==> src/rtl/matrix_fetch_dma_pkg.sv <==
// matrix_fetch_dma_pkg
//   Shared definitions for the matrix fetch DMA and its reorder buffer:
//   bus widths, default geometry (ELEMS, SLOTS), accelerator opcodes,
//   the controller state enum and a slot-index width helper.
`timescale 1ns/1ps
package matrix_fetch_dma_pkg;

  localparam int PADDR_W    = 40;   // physical address width
  localparam int RES_DATA_W = 64;   // NoC response payload width
  localparam int DATA_W     = 64;   // element width
  localparam int ID_W       = 6;    // transaction id width
  localparam int OP_W       = 6;    // accelerator opcode width

  localparam int DEF_SLOTS  = 8;    // outstanding requests / ROB depth
  localparam int DEF_ELEMS  = 100;  // elements per 10x10 matrix

  localparam logic [OP_W-1:0] OP_FILLA = 6'd0;
  localparam logic [OP_W-1:0] OP_FILLB = 6'd1;
  localparam logic [OP_W-1:0] OP_MULT  = 6'd2;

  typedef enum logic [1:0] {
    ST_IDLE = 2'd0,
    ST_RUN  = 2'd1,
    ST_MULT = 2'd2
  } state_e;

  // Width of a slot index; a single-slot buffer still needs one bit.
  function automatic int idx_w(input int slots);
    return (slots > 1) ? $clog2(slots) : 1;
  endfunction

endpackage

==> src/rtl/matrix_fetch_rob.sv <==
// matrix_fetch_rob
//   Reorder buffer for the fetch DMA. Slots are allocated in issue order,
//   filled by responses in any order (addressed by transaction id) and
//   read out strictly in element order.
// Ports:
//   clk, rst_n        clock, async active-low reset (clears bits and data)
//   clr               clear all valid/pending bits (new sequence)
//   alloc_en/idx      mark slot pending when its request is accepted
//   wr_en/id/data     response write; accepted only into a pending,
//                     not-yet-valid slot
//   wr_hit            response was accepted (low on a valid wr_en = drop)
//   rd_idx            slot holding the next element to emit
//   rd_pop            free the read slot (command handshake)
//   rd_valid/rd_data  read slot contents
`timescale 1ns/1ps
module matrix_fetch_rob
  import matrix_fetch_dma_pkg::*;
#(
  parameter int SLOTS = DEF_SLOTS,
  parameter int DW    = DATA_W
) (
  input  logic                       clk,
  input  logic                       rst_n,
  input  logic                       clr,
  input  logic                       alloc_en,
  input  logic [idx_w(SLOTS)-1:0]    alloc_idx,
  input  logic                       wr_en,
  input  logic [ID_W-1:0]            wr_id,
  input  logic [DW-1:0]              wr_data,
  output logic                       wr_hit,
  input  logic [idx_w(SLOTS)-1:0]    rd_idx,
  input  logic                       rd_pop,
  output logic                       rd_valid,
  output logic [DW-1:0]              rd_data
);

  localparam int IDX_W = idx_w(SLOTS);

  logic [SLOTS-1:0] valid_q, valid_d;
  logic [SLOTS-1:0] pend_q, pend_d;
  logic [DW-1:0]    data_q [SLOTS];
  logic [DW-1:0]    data_d [SLOTS];

  logic [IDX_W-1:0] wr_idx;
  logic             wr_in_range;

  // Ids beyond the buffer depth can never be pending; compare one bit
  // wider so a 64-deep buffer does not wrap the bound to zero.
  assign wr_in_range = ({1'b0, wr_id} < 7'(SLOTS));
  assign wr_idx      = wr_id[IDX_W-1:0];

  assign rd_valid = valid_q[rd_idx];
  assign rd_data  = data_q[rd_idx];

  always_comb begin
    valid_d = valid_q;
    pend_d  = pend_q;
    data_d  = data_q;
    wr_hit  = wr_en && wr_in_range && pend_q[wr_idx] && !valid_q[wr_idx];
    if (clr) begin
      valid_d = '0;
      pend_d  = '0;
    end else begin
      // Pop, allocate and fill always target different slots: the popped
      // slot is valid (so a fill to it is dropped) and allocation only
      // happens below full occupancy, which never lands on the read slot.
      if (rd_pop) begin
        valid_d[rd_idx] = 1'b0;
        pend_d[rd_idx]  = 1'b0;
      end
      if (alloc_en) begin
        pend_d[alloc_idx] = 1'b1;
      end
      if (wr_hit) begin
        valid_d[wr_idx] = 1'b1;
        data_d[wr_idx]  = wr_data;
      end
    end
  end

  always_ff @(posedge clk or negedge rst_n) begin
    if (!rst_n) begin
      valid_q <= '0;
      pend_q  <= '0;
      for (int i = 0; i < SLOTS; i++) begin
        data_q[i] <= '0;
      end
    end else begin
      valid_q <= valid_d;
      pend_q  <= pend_d;
      data_q  <= data_d;
    end
  end

endmodule

==> src/rtl/matrix_fetch_dma.sv <==
// matrix_fetch_dma
//   Fetches matrix A then matrix B (ELEMS 64-bit elements each) from memory
//   with up to SLOTS requests in flight, reorders the responses, and feeds
//   the elements to the matrix accelerator as FILLA/FILLB commands in
//   element order, followed by a single MULT command.
// Ports:
//   clk, rst_n                    clock, async active-low reset
//   start_val/rdy, start_base_a/b start handshake and matrix base addresses
//   mem_req_val/rdy/transid/addr  element read requests
//   mem_resp_val/transid/data     read responses (always accepted)
//   cmd_val/rdy/opcode/config_data accelerator command stream
//   done                          one-cycle pulse after the MULT handshake
//   err                           sticky: an unexpected response arrived
`timescale 1ns/1ps
module matrix_fetch_dma
  import matrix_fetch_dma_pkg::*;
#(
  parameter int SLOTS = DEF_SLOTS,
  parameter int ELEMS = DEF_ELEMS
) (
  input  logic                  clk,
  input  logic                  rst_n,
  input  logic                  start_val,
  output logic                  start_rdy,
  input  logic [PADDR_W-1:0]    start_base_a,
  input  logic [PADDR_W-1:0]    start_base_b,
  input  logic                  mem_req_rdy,
  output logic                  mem_req_val,
  output logic [ID_W-1:0]       mem_req_transid,
  output logic [PADDR_W-1:0]    mem_req_addr,
  input  logic                  mem_resp_val,
  input  logic [ID_W-1:0]       mem_resp_transid,
  input  logic [RES_DATA_W-1:0] mem_resp_data,
  output logic                  cmd_val,
  input  logic                  cmd_rdy,
  output logic [OP_W-1:0]       cmd_opcode,
  output logic [DATA_W-1:0]     cmd_config_data,
  output logic                  done,
  output logic                  err
);

  localparam int TOTAL = 2 * ELEMS;
  localparam int CNT_W = $clog2(TOTAL + 1);
  localparam int IDX_W = idx_w(SLOTS);

  state_e             state_q, state_d;
  logic [CNT_W-1:0]   issue_cnt_q, issue_cnt_d;
  logic [CNT_W-1:0]   emit_cnt_q, emit_cnt_d;
  logic [PADDR_W-1:0] base_a_q, base_a_d;
  logic [PADDR_W-1:0] base_b_q, base_b_d;
  logic               done_q, done_d;
  logic               err_q, err_d;

  logic [CNT_W-1:0]   occ;
  logic               start_fire;
  logic               req_fire;
  logic               cmd_fire;
  logic               rob_clr;
  logic               rob_hit;
  logic               rob_valid;
  logic [DATA_W-1:0]  rob_data;
  logic [IDX_W-1:0]   issue_slot;
  logic [IDX_W-1:0]   emit_slot;

  assign issue_slot = issue_cnt_q[IDX_W-1:0];
  assign emit_slot  = emit_cnt_q[IDX_W-1:0];
  assign occ        = issue_cnt_q - emit_cnt_q;

  assign start_rdy  = (state_q == ST_IDLE);
  assign start_fire = start_val && start_rdy;

  assign mem_req_val     = (state_q == ST_RUN) && (int'(issue_cnt_q) < TOTAL)
                           && (int'(occ) < SLOTS);
  assign mem_req_transid = ID_W'(issue_slot);
  assign req_fire        = mem_req_val && mem_req_rdy;

  // Element address: A occupies the first ELEMS issues, B the rest.
  always_comb begin
    if (int'(issue_cnt_q) < ELEMS) begin
      mem_req_addr = base_a_q + (PADDR_W'(issue_cnt_q) << 3);
    end else begin
      mem_req_addr = base_b_q + (PADDR_W'(issue_cnt_q - CNT_W'(ELEMS)) << 3);
    end
  end

  // Command stream straight off the ROB read port, so a response filling the
  // head slot shows up as cmd_val one cycle later.
  always_comb begin
    cmd_val         = 1'b0;
    cmd_opcode      = OP_FILLA;
    cmd_config_data = '0;
    case (state_q)
      ST_RUN: begin
        cmd_val         = rob_valid;
        cmd_opcode      = (int'(emit_cnt_q) < ELEMS) ? OP_FILLA : OP_FILLB;
        cmd_config_data = rob_data;
      end
      ST_MULT: begin
        cmd_val    = 1'b1;
        cmd_opcode = OP_MULT;
      end
      default: ;
    endcase
  end

  assign cmd_fire = cmd_val && cmd_rdy;
  assign done     = done_q;
  assign err      = err_q;

  always_comb begin
    state_d     = state_q;
    issue_cnt_d = issue_cnt_q;
    emit_cnt_d  = emit_cnt_q;
    base_a_d    = base_a_q;
    base_b_d    = base_b_q;
    done_d      = 1'b0;
    err_d       = err_q;
    rob_clr     = 1'b0;
    case (state_q)
      ST_IDLE: begin
        if (start_val) begin
          state_d     = ST_RUN;
          // Elements are 8-byte aligned; drop any stray low address bits.
          base_a_d    = start_base_a & ~PADDR_W'(7);
          base_b_d    = start_base_b & ~PADDR_W'(7);
          issue_cnt_d = '0;
          emit_cnt_d  = '0;
          err_d       = 1'b0;
          rob_clr     = 1'b1;
        end
      end
      ST_RUN: begin
        if (req_fire) begin
          issue_cnt_d = issue_cnt_q + 1'b1;
        end
        if (cmd_fire) begin
          emit_cnt_d = emit_cnt_q + 1'b1;
          if (int'(emit_cnt_q) == TOTAL - 1) begin
            state_d = ST_MULT;
          end
        end
      end
      ST_MULT: begin
        if (cmd_rdy) begin
          state_d = ST_IDLE;
          done_d  = 1'b1;
        end
      end
      default: state_d = ST_IDLE;
    endcase
    // Responses seen while idle belong to a sequence cut short by reset;
    // they are dropped silently.
    if ((state_q != ST_IDLE) && mem_resp_val && !rob_hit) begin
      err_d = 1'b1;
    end
  end

  always_ff @(posedge clk or negedge rst_n) begin
    if (!rst_n) begin
      state_q     <= ST_IDLE;
      issue_cnt_q <= '0;
      emit_cnt_q  <= '0;
      base_a_q    <= '0;
      base_b_q    <= '0;
      done_q      <= 1'b0;
      err_q       <= 1'b0;
    end else begin
      state_q     <= state_d;
      issue_cnt_q <= issue_cnt_d;
      emit_cnt_q  <= emit_cnt_d;
      base_a_q    <= base_a_d;
      base_b_q    <= base_b_d;
      done_q      <= done_d;
      err_q       <= err_d;
    end
  end

  matrix_fetch_rob #(
    .SLOTS (SLOTS),
    .DW    (DATA_W)
  ) u_rob (
    .clk       (clk),
    .rst_n     (rst_n),
    .clr       (rob_clr),
    .alloc_en  (req_fire),
    .alloc_idx (issue_slot),
    .wr_en     (mem_resp_val),
    .wr_id     (mem_resp_transid),
    .wr_data   (mem_resp_data[DATA_W-1:0]),
    .wr_hit    (rob_hit),
    .rd_idx    (emit_slot),
    .rd_pop    (cmd_fire && (state_q == ST_RUN)),
    .rd_valid  (rob_valid),
    .rd_data   (rob_data)
  );

endmodule

==> config.mk <==
export PLATFORM = sky130hd
export DESIGN_NAME = matrix_fetch_dma
export DESIGN_NICKNAME = d
export VERILOG_FILES = /design/src/rtl/matrix_fetch_dma_pkg.sv /design/src/rtl/matrix_fetch_rob.sv /design/src/rtl/matrix_fetch_dma.sv
export SDC_FILE = /design/constraint.sdc
export NUM_CORES = 1
export LEC_CHECK = 0
export ABC_AREA = 0
export CAP_MARGIN = 20
export CORE_MARGIN = 3
export CORE_UTILIZATION = 25
export CTS_CLUSTER_SIZE = 25
export DETAILED_ROUTE_END_ITERATION = 8
export SYNTH_ARGS = -nofsm -noshare
export SYNTH_HDL_FRONTEND = slang
export SYNTH_SLANG_ARGS = --single-unit
==> constraint.sdc <==
create_clock -name clk -period 6.3 [get_ports clk]
set_input_delay 1.26 -clock clk [delete_from_list [all_inputs] [get_ports clk]]
set_output_delay 1.26 -clock clk [all_outputs]
set_load 0.02 [all_outputs]
Yosys cells after proc, flatten, opt, wreduce, memory -nomap -nowiden
Index checks and enable logic that the tools add are counted.
- multiplexer cells: 48
- div/mod/pow operators: 0
- $lt $le $gt $ge: 14
- reductions and logical operators: 27
- add/sub/neg operators: 6
- multiply operators: 0
- bitwise logic cells: 8
- equal/unequal tests: 8
- shifts and indexed selects: 0
- operators by type and width (cell ; count):
    bitwise mux 512 bit ; 1
    2-to-1 mux 64 bit ; 4
    binary-select mux 64 bit (select 3 bit) ; 1
    demux 64 bit (select 3 bit) ; 1
    2-to-1 mux 8 bit ; 11
    adder 40 x 11 -> 40 bit ; 1
    adder 40 bit ; 1
    2-to-1 mux 40 bit ; 1
    case mux 8 bit (2 select lines) ; 2
    adder 8 x 1 -> 8 bit (second input constant) ; 2
    bitwise AND 8 bit ; 2
    < comparator 8 x 7 -> 1 bit (second input constant) ; 2
    OR 8 bit ; 2
    logical AND 1 bit ; 14
    2-to-1 mux 1 bit ; 14
    < comparator 3 x 4 -> 1 bit (second input constant) ; 3
    binary-select mux 1 bit (select 3 bit) ; 3
    demux 1 bit (select 3 bit) ; 3
    >= comparator 3 x 1 -> 1 bit (second input constant) ; 3
    subtractor 8 x 7 -> 9 bit (second input constant) ; 1
    equality test 8 x 7 -> 1 bit (second input constant) ; 1
    >= comparator 4 bit (second input constant) ; 2
    < comparator 8 x 4 -> 1 bit (second input constant) ; 1
    < comparator 8 bit (second input constant) ; 1
    20 further kinds ; 34
- flip-flop bits (word level): 622
- memories: 0
- memory bits (writable): 0
- bits of input ports: 156
- logic and storage cells: 128
- bits in latches: 0
- memory bits (read-only): 0

Longest topological paths before layout
Gate-level depths: netlist of run 1.
- depth in word-level cells: 11
- gate-level depth with buffers: 14
- mapped depth without buffers: 14

Modules after synthesis
Synthesis of run 1 repeated with hierarchy kept, for this count alone.
- cells, all modules: 2357
- area, all modules: 31709.2 sq um
- by module, submodules not included (module ; area an instance (sq um) ; seq. area each (sq um) ; cells each ; times used):
    matrix_fetch_rob ; 23637.7 ; 13212.7 ; 1423 ; 1
    matrix_fetch_dma ; 8071.5 ; 2352.3 ; 934 ; 1

Least setup slack after synthesis of run 1
Ideal clock, no wire load.
- kind: reg2out
- from: register issue_cnt_q[2]
- to: output mem_req_addr[38]
- arrival: 4604 ps
- path slack: 436 ps
- data required time: 5040 ps
- stages on the path, launching flop included: 14
- cell sequence: dfrtp_1 > inv_1 > ha_1 > nand2b_1 > a31oi_1 > ha_1 > a21o_1 > a211oi_1 > o311a_1 > o21bai_1 > or3_1 > o21ai_0 > o21ai_0 > a221oi_1
- cells in the longest elaborated chain, start to end: 3
- elaborated cells on any way between the ends: 5
- those cells by class: add/sub (3); order compare (1); mux (1)
- RTL lines (element ; RTL line ; RTL):
    start: declaration ; matrix_fetch_dma.sv:47 ; logic [CNT_W-1:0] issue_cnt_q, issue_cnt_d;
    start signal: assignment ; matrix_fetch_dma.sv:169 ; issue_cnt_q <= issue_cnt_d;
    subtractor 8 x 7 -> 9 bit ; matrix_fetch_dma.sv:82 ; mem_req_addr = base_b_q + (PADDR_W'(issue_cnt_q - CNT_W'(ELEMS)) << 3);
    adder 40 bit ; matrix_fetch_dma.sv:82 ;
    2-to-1 mux 40 bit * ; matrix_fetch_dma.sv:79 ; if (int'(issue_cnt_q) < ELEMS) begin
    end: declaration ; matrix_fetch_dma.sv:30 ; output logic [PADDR_W-1:0] mem_req_addr,
Mark *: on every way between the ends. The rest lies on a longest branch, timed or not.

Final worst setup path of run 1
- from: register issue_cnt_q[2]
- to: output mem_req_addr[22]
Same word-level chain as after synthesis.

==> results.md, run 1 <==
* Vias in the first global route at 22600
* Initial Utilization at 25.3%
* Placed instance area at 0.0353 mm²
* Nets at 3043
* Maximum fanout along the worst path at 7
* Distinct cell type count after synthesis at 77
* Share of layout cells above drive strength 1 at 26.0%
* Final Cycle Share at 94.8%
* Synth area leader: dfrtp_1
* Critical Path AT at 4710 ps
* Clock buffer count from CTS at 73
* Cell count after placement at 4359
* DRC violations left at 0
* Met1 Usage GRT at 21.2%
* Crit end category: primary output
* Area of the die at 0.126 mm²
* Die W at 356 µm
* Pre-antenna DRT Iters at 7
* Max-Cap Viols at 0
* Cells after Synth at 2587
* Vias/cell at 4.94
* Max-slew violations at 0
* Post-route worst setup slack at 329 ps
* R2R depth at 10
* Max VDD drop at 310 µV
* Final HPWL from detailed placement at 59300 µm
* Setup CP Type: reg -> out
* Die span in y at 356 µm
* Worst hold path depth at 2
* Buffers on Ports at 260
* Wire per inst at 21.6 µm
* Worst-Skew Late Latency at 680 ps
* Leakage at 17.7 nW
* Post-synthesis sequential area ratio at 50.9%
* Synth Warn # at 0
* I/O Pins at 277
* Antenna Nets Post-Route at 0
* Clock sinks at 622
* CP required at 5040 ps
* Initial antenna violation count at 17
* Synth top area share at 50.9%
* Design area at 0.0380 mm²
* Final Hold Viols at 0
* Ys async rst share at 100%
* Number of flops mapped to enable cells by yosys at 0
* Core ar. at 0.121 mm²
* Synth area leaders: dfrtp_1 (51%), mux2_2 (17%), nand2_1 (3.5%), a22oi_1 (3.0%), mux2_4 (2.4%)
* GRT Total Usage at 15.1%
* Site Rows at 127
* Non-filler cells, final at 4505
* Setup Skew at 41.6 ps
* First-pass GRT wire length at 146000 µm
* Worst-margin pin slew at 991 ps
* Routability-driven placement congestion ratio at 0.850
* Hold Path Class: reg -> reg
* Total grt overflow at 0
* Final setup violating endpoints at 0
* Syn-to-layout area delta at 24.4%
* Synth Register Bits at 622
* Most used routing layer: met2
* Worst-path clk slew at 60 ps
* CTS tree: done
* Vias at 22300
* Most common cell in the netlist: dfrtp_1
* Highest clock rate at 0.167 GHz
* Power per cell area at 358 mW/mm²
* H-tree Lvls at 3
* Slew HR at 33.9%
* Fin crit period at 5970 ps
* GR met2 Demand/Resource at 23.4%
* Pre-CTS setup slack at 391 ps
* Worst hold slack at 478 ps
* Crit start category: flop
* Syn Area/Cell at 11.8 µm²
* Largest net degree at the start of global routing at 152
* Post-synth top cells: dfrtp_1 (622), mux2_2 (470), nand2_1 (288)
* First DRT Iteration DRCs at 1704
* Met3 usage at 3.48%
* DRT Wirelength at 97300 µm
* Top FF cell, synth: dfrtp_1
* Status: finished, final reports clean
* Post-synthesis cell area at 0.0306 mm²
* CTS root buf: clkbuf_16
* CTS Buffer Depth at 3
placed cells by master (no fill, tap or decap), types with 9 or more instances in the layout:
cell               n
a211oi_1          11
mux2_2           470
clkinv_2           9
a21o_1            38
conb_1            10
xnor2_1           36
o21a_1             9
nor3_1            15
bufinv_16          9
nor2_1            63
clkbuf_1          20
o21ai_0           47
clkbuf_16         75
and2_1             9
nand4_1           13
mux2_4            49
mux2i_1           16
inv_1             44
clkbuf_8          10
and3_1            13
xor2_1            27
nand2b_1          13
buf_12            24
buf_4             47
ha_1              57
a22oi_1          120
a31oi_1           71
a221oi_1          68
nand3_1           28
a21oi_1           72
a22o_1            60
dfrtp_1          622
clkdlybuf4s50_1  251
nand2_1          286
critical path, stage by stage (launching register included):
cell and delay, ps:
dfrtp_1 370, inv_1 180, ha_1 220, nand2b_1 110, a31oi_4 280, buf_4 170
ha_1 260, a21oi_1 180, and2_1 170, nand4_1 130, a21boi_0 440, o21ai_0 260
a211oi_1 320, xor2_1 120, mux2i_1 210, clkdlybuf4s50_1 640
where the power goes:
group	switching (mW)	internal, mW
clock	1.81	2.70
sequential	0.253	4.37
combinational	2.78	1.69
metal layers:
layer  wire length, µm  up-vias  part of all wire, %
li1                  -    10000                    -
met3              6490      129                  6.7
met4              1930       12                  2.0
met1             45000    11500                   46
met2             43800      589                   45
met5                91        -                0.093
metrics by stage:
step | TNS, ps | utilization [%] | power (mW)
final | 0 | 31.5 | 13.6
after floorplan | 0 | - | 7.10
after global placement | 0 | 29.3 | 9.11
after CTS | 0 | 31.4 | 13.7
after global routing | -10.4 | 31.5 | 14.3
after detailed placement | 0 | 29.3 | 9.15
layout make-up:
class,instances,area (µm²)
fill,12200,82600
sequential,622,15600
multi-input combinational,1753,14200
timing repair buffer,331,3460
clock buffer,105,2090
tap,1612,2020
clock inverter,28,474
inverter,46,174
antenna,8,20.0
registers in the layout, summed over array words and instances (netlist names):
register	count
done	1
err	1
emit_cnt_q	8
state_q	2
u_rob.data_q	512
u_rob.pend_q	8
u_rob.valid_q	8
base_a_q	37
base_b_q	37
issue_cnt_q	8
final timing paths:
check	start	to	slack, ps
worst max-delay path	issue_cnt_q[2]	mem_req_addr[22]	330
worst min-delay path	base_a_q[5]	base_a_q[5]	480
worst min register to register	base_a_q[5]	base_a_q[5]	480
worst max register to register	emit_cnt_q[1]	issue_cnt_q[2]	2820
min in group asynchronous	rst_n	base_b_q[12]	570
max in group asynchronous	rst_n	u_rob.data_q[410]	4330
cells by family after synthesis:
kind of cell | after synthesis | share of synthesized area [%]
muxes | 538 | 20.5
DFF | 622 | 50.9
and+or+nand+nor | 506 | 7.41
other | 1 | 0.0123
adders and majority gates | 60 | 2.51
xor gates and xnor gates | 63 | 1.81
buffers and inverters | 221 | 3.24
AOI/OAI and AO/OA | 576 | 13.6
what timing repair did:
item / CTS / global route
cloned: 0 / 0
buffers inserted: 0 / 5
resized for setup: 4 / 17
pin swaps: 0 / 1
hold buffers: 0 / 0
endpoints found under the setup margin: 7 / 13
(Power assumes the default switching activity.)
==> run 2, diff against run 1 <==
==> constraint.sdc (replaced) <==
create_clock -name clk -period 5.5 [get_ports clk]
set_input_delay 1.1 -clock clk [delete_from_list [all_inputs] [get_ports clk]]
set_output_delay 1.1 -clock clk [all_outputs]
set_load 0.02 [all_outputs]
==> run 2 against run 1 <==
Effect of this change:
- flip-flop and latch count unchanged
- register-to-register slack got worse by 530 ps
- total power up 13%
- via count up 0.30%
- non-clock buffer count increased by 16
- die area did not move
- clock skew decreased by 15 ps
- sequential share of layout area barely moved
- final cell count up 0.20%
- global-route usage is 0.25 points lower
- sequential power up 15%
- clock power increased by 9.3%
==> results.md, run 2 (synthesis gave the netlist of run 1 again) <==
* Status: finished, final reports clean
* Routability-driven placement congestion ratio at 0.838 (-1.4%)
* Clock buffer count from CTS at 74 (+1.4%)
* DRC violations left at 0 (unchanged)
* Max-Cap Viols at 0 (unchanged)
* Maximum fanout along the worst path at 10 (+3)
* Final HPWL from detailed placement at 59600 µm (+0.41%)
* Crit end category: primary output
* DRT Wirelength at 96400 µm (-0.94%)
* Largest registers: u_rob.data_q: 512 flops, base_a_q: 37 flops, base_b_q: 37 flops
* Area of the die at 0.126 mm² (unchanged)
* Antenna Nets Post-Route at 0 (unchanged)
* Crit start category: flop
* Crit-path cells: buf_4, ha_1, a21o_1, a21o_1, a2111oi_1, or4b_2, and2_0, buf_4, nor2_1, xnor2_1, a21oi_1, clkdlybuf4s50_1
* Multi-input gate area at 0.0143 mm² (+0.54%)
* GRT Total Usage at 14.9% (-0.25 points)
* Hold Buf Count CTS at 0 (unchanged)
* Final core utilization at 31.5% (about the same)
* Total negative slack at 0 ps (unchanged)
* Vias at 22300 (+0.30%)
* Worst path buffer plus inverter count at 3 (unchanged)
* Setup Skew at 26.7 ps (-14.9 ps)
* Unrepaired setup endpoints after global routing: yes
* H-tree Lvls at 3 (unchanged)
* Largest net degree at the start of global routing at 129 (-15%)
* CP required at 4400 ps (-640 ps)
* CTS tree: done
* Worst-Skew Late Latency at 680 ps (about the same)
* Max reg flops at 512 (unchanged)
* Sequential Area at 0.0156 mm² (unchanged)
* Max VDD drop at 375 µV (+21%)
* Critical Path AT at 4210 ps (-500 ps)
* Non-filler cells, final at 4514 (+0.20%)
* Commonest non-fill, non-tap cell in the layout: dfrtp_1
* Power per cell area at 405 mW/mm² (+13%)
* Vias in the first global route at 22500 (-0.32%)
* First DRT Iteration DRCs at 1427 (-16%)
* Pre-antenna DRT Iters at 5 (-2)
* Vias/cell at 4.95 (+0.10%)
* Setup CP Type: reg -> out
* Buffers on Ports at 260 (unchanged)
* Nets at 3060 (+0.56%)
* Worst-margin pin slew at 906 ps (-85.0 ps)
* I/O Pins at 277 (unchanged)
* Wire per inst at 21.4 µm (-1.1%)
* Final Hold Viols at 0 (unchanged)
* Max-slew violations at 0 (unchanged)
* CTS root buf: clkbuf_16
* Worst-path clk slew at 60 ps (about the same)
* Crit path largest cell delay at 630 ps (about the same)
* Highest clock rate at 0.188 GHz
* Site Rows at 127 (unchanged)
* Initial Utilization at 25.3% (unchanged)
* Final Cycle Share at 96.5%
* Hold Path Class: in -> async
* Die W at 356 µm (unchanged)
* First-pass GRT wire length at 144000 µm (-1.5%)
* Share of layout cells above drive strength 1 at 27.0% (+1.0 points)
* Leakage at 17.8 nW (+0.34%)
* Final setup violating endpoints at 0 (unchanged)
* Total grt overflow at 0 (unchanged)
* Core ar. at 0.121 mm² (unchanged)
* CP top delay family: compound AO/OA/AOI/OAI gates
* Fill cells at 12100 (-0.37%)
* Fin crit period at 5310 ps
* Commonest non-fill, non-tap cells in the layout: dfrtp_1 (622), mux2_2 (470), nand2_1 (287)
* Biggest register: u_rob.data_q
* Slowest cell on crit path: clkdlybuf4s50_1
* Slew HR at 39.6% (+5.7 points)
* Cell count after placement at 4377 (+0.41%)
* CTS Buffer Depth at 3 (unchanged)
* Syn-to-layout area delta at 24.4% (about the same)
* Initial antenna violation count at 21 (+4)
* Clock sinks at 622 (unchanged)
* Die span in y at 356 µm (unchanged)
## run 2: metal layers
metal  track usage, %  share of wire [%]  wire (µm)
met1             20.0                 45      43800
met2             23.1                 45      43100
met3             4.22                7.0       6780
met4             4.43                2.7       2570
met5                0               0.15        143
## run 2: repair_timing
action / CTS / global route
pin swaps: 3 / 4
gates resized for setup: 50 / 26
buffers inserted: 0 / 2
endpoints found under the setup margin: 21 / 23
gates cloned: 0 / 1
## run 2: layout make-up
class	instances	share of cell area, %
timing repair buffer	347	9.29
clock buffer	101	5.38
antenna	4	0.0263
multi-input combinational	1753	37.6
inverter	46	0.458
clock inverter	29	1.01
sequential	622	41.0
tap	1612	5.31
## run 2: power by group
part / switching (mW) / internal, mW / leakage (nW)
logic: 3.19 / 1.94 / 8.12
clock network: 2.10 / 2.83 / 1.18
registers: 0.310 / 5.00 / 8.49
## run 2: final timing paths
| check | endpoint | slack (ps) | cells past startpoint | from |
|---|---|---|---|---|
| max in group asynchronous | u_rob.data_q[243] | 3740 | 2 | rst_n |
| worst max register to register | issue_cnt_q[4] | 2290 | 8 | emit_cnt_q[2] |
| worst min-delay path | state_q[0] | 420 | 1 | rst_n |
| worst max-delay path | mem_req_addr[16] | 190 | 12 | issue_cnt_q[1] |
| worst min register to register | base_a_q[5] | 490 | 2 | base_a_q[5] |
| min in group clk | base_a_q[5] | 490 | 2 | base_a_q[5] |
## run 2: through the flow
stage	total power [mW]	area, µm²	setup WS (ps)	hold slack, ps
detailed placement	10.5	35400	88.4	471
CTS	15.5	37900	4.13	431
floorplan	8.14	30600	318	448
finish	15.4	38000	190	415
global route	16.1	38000	-46.3	432
global placement	10.5	35400	59.5	467
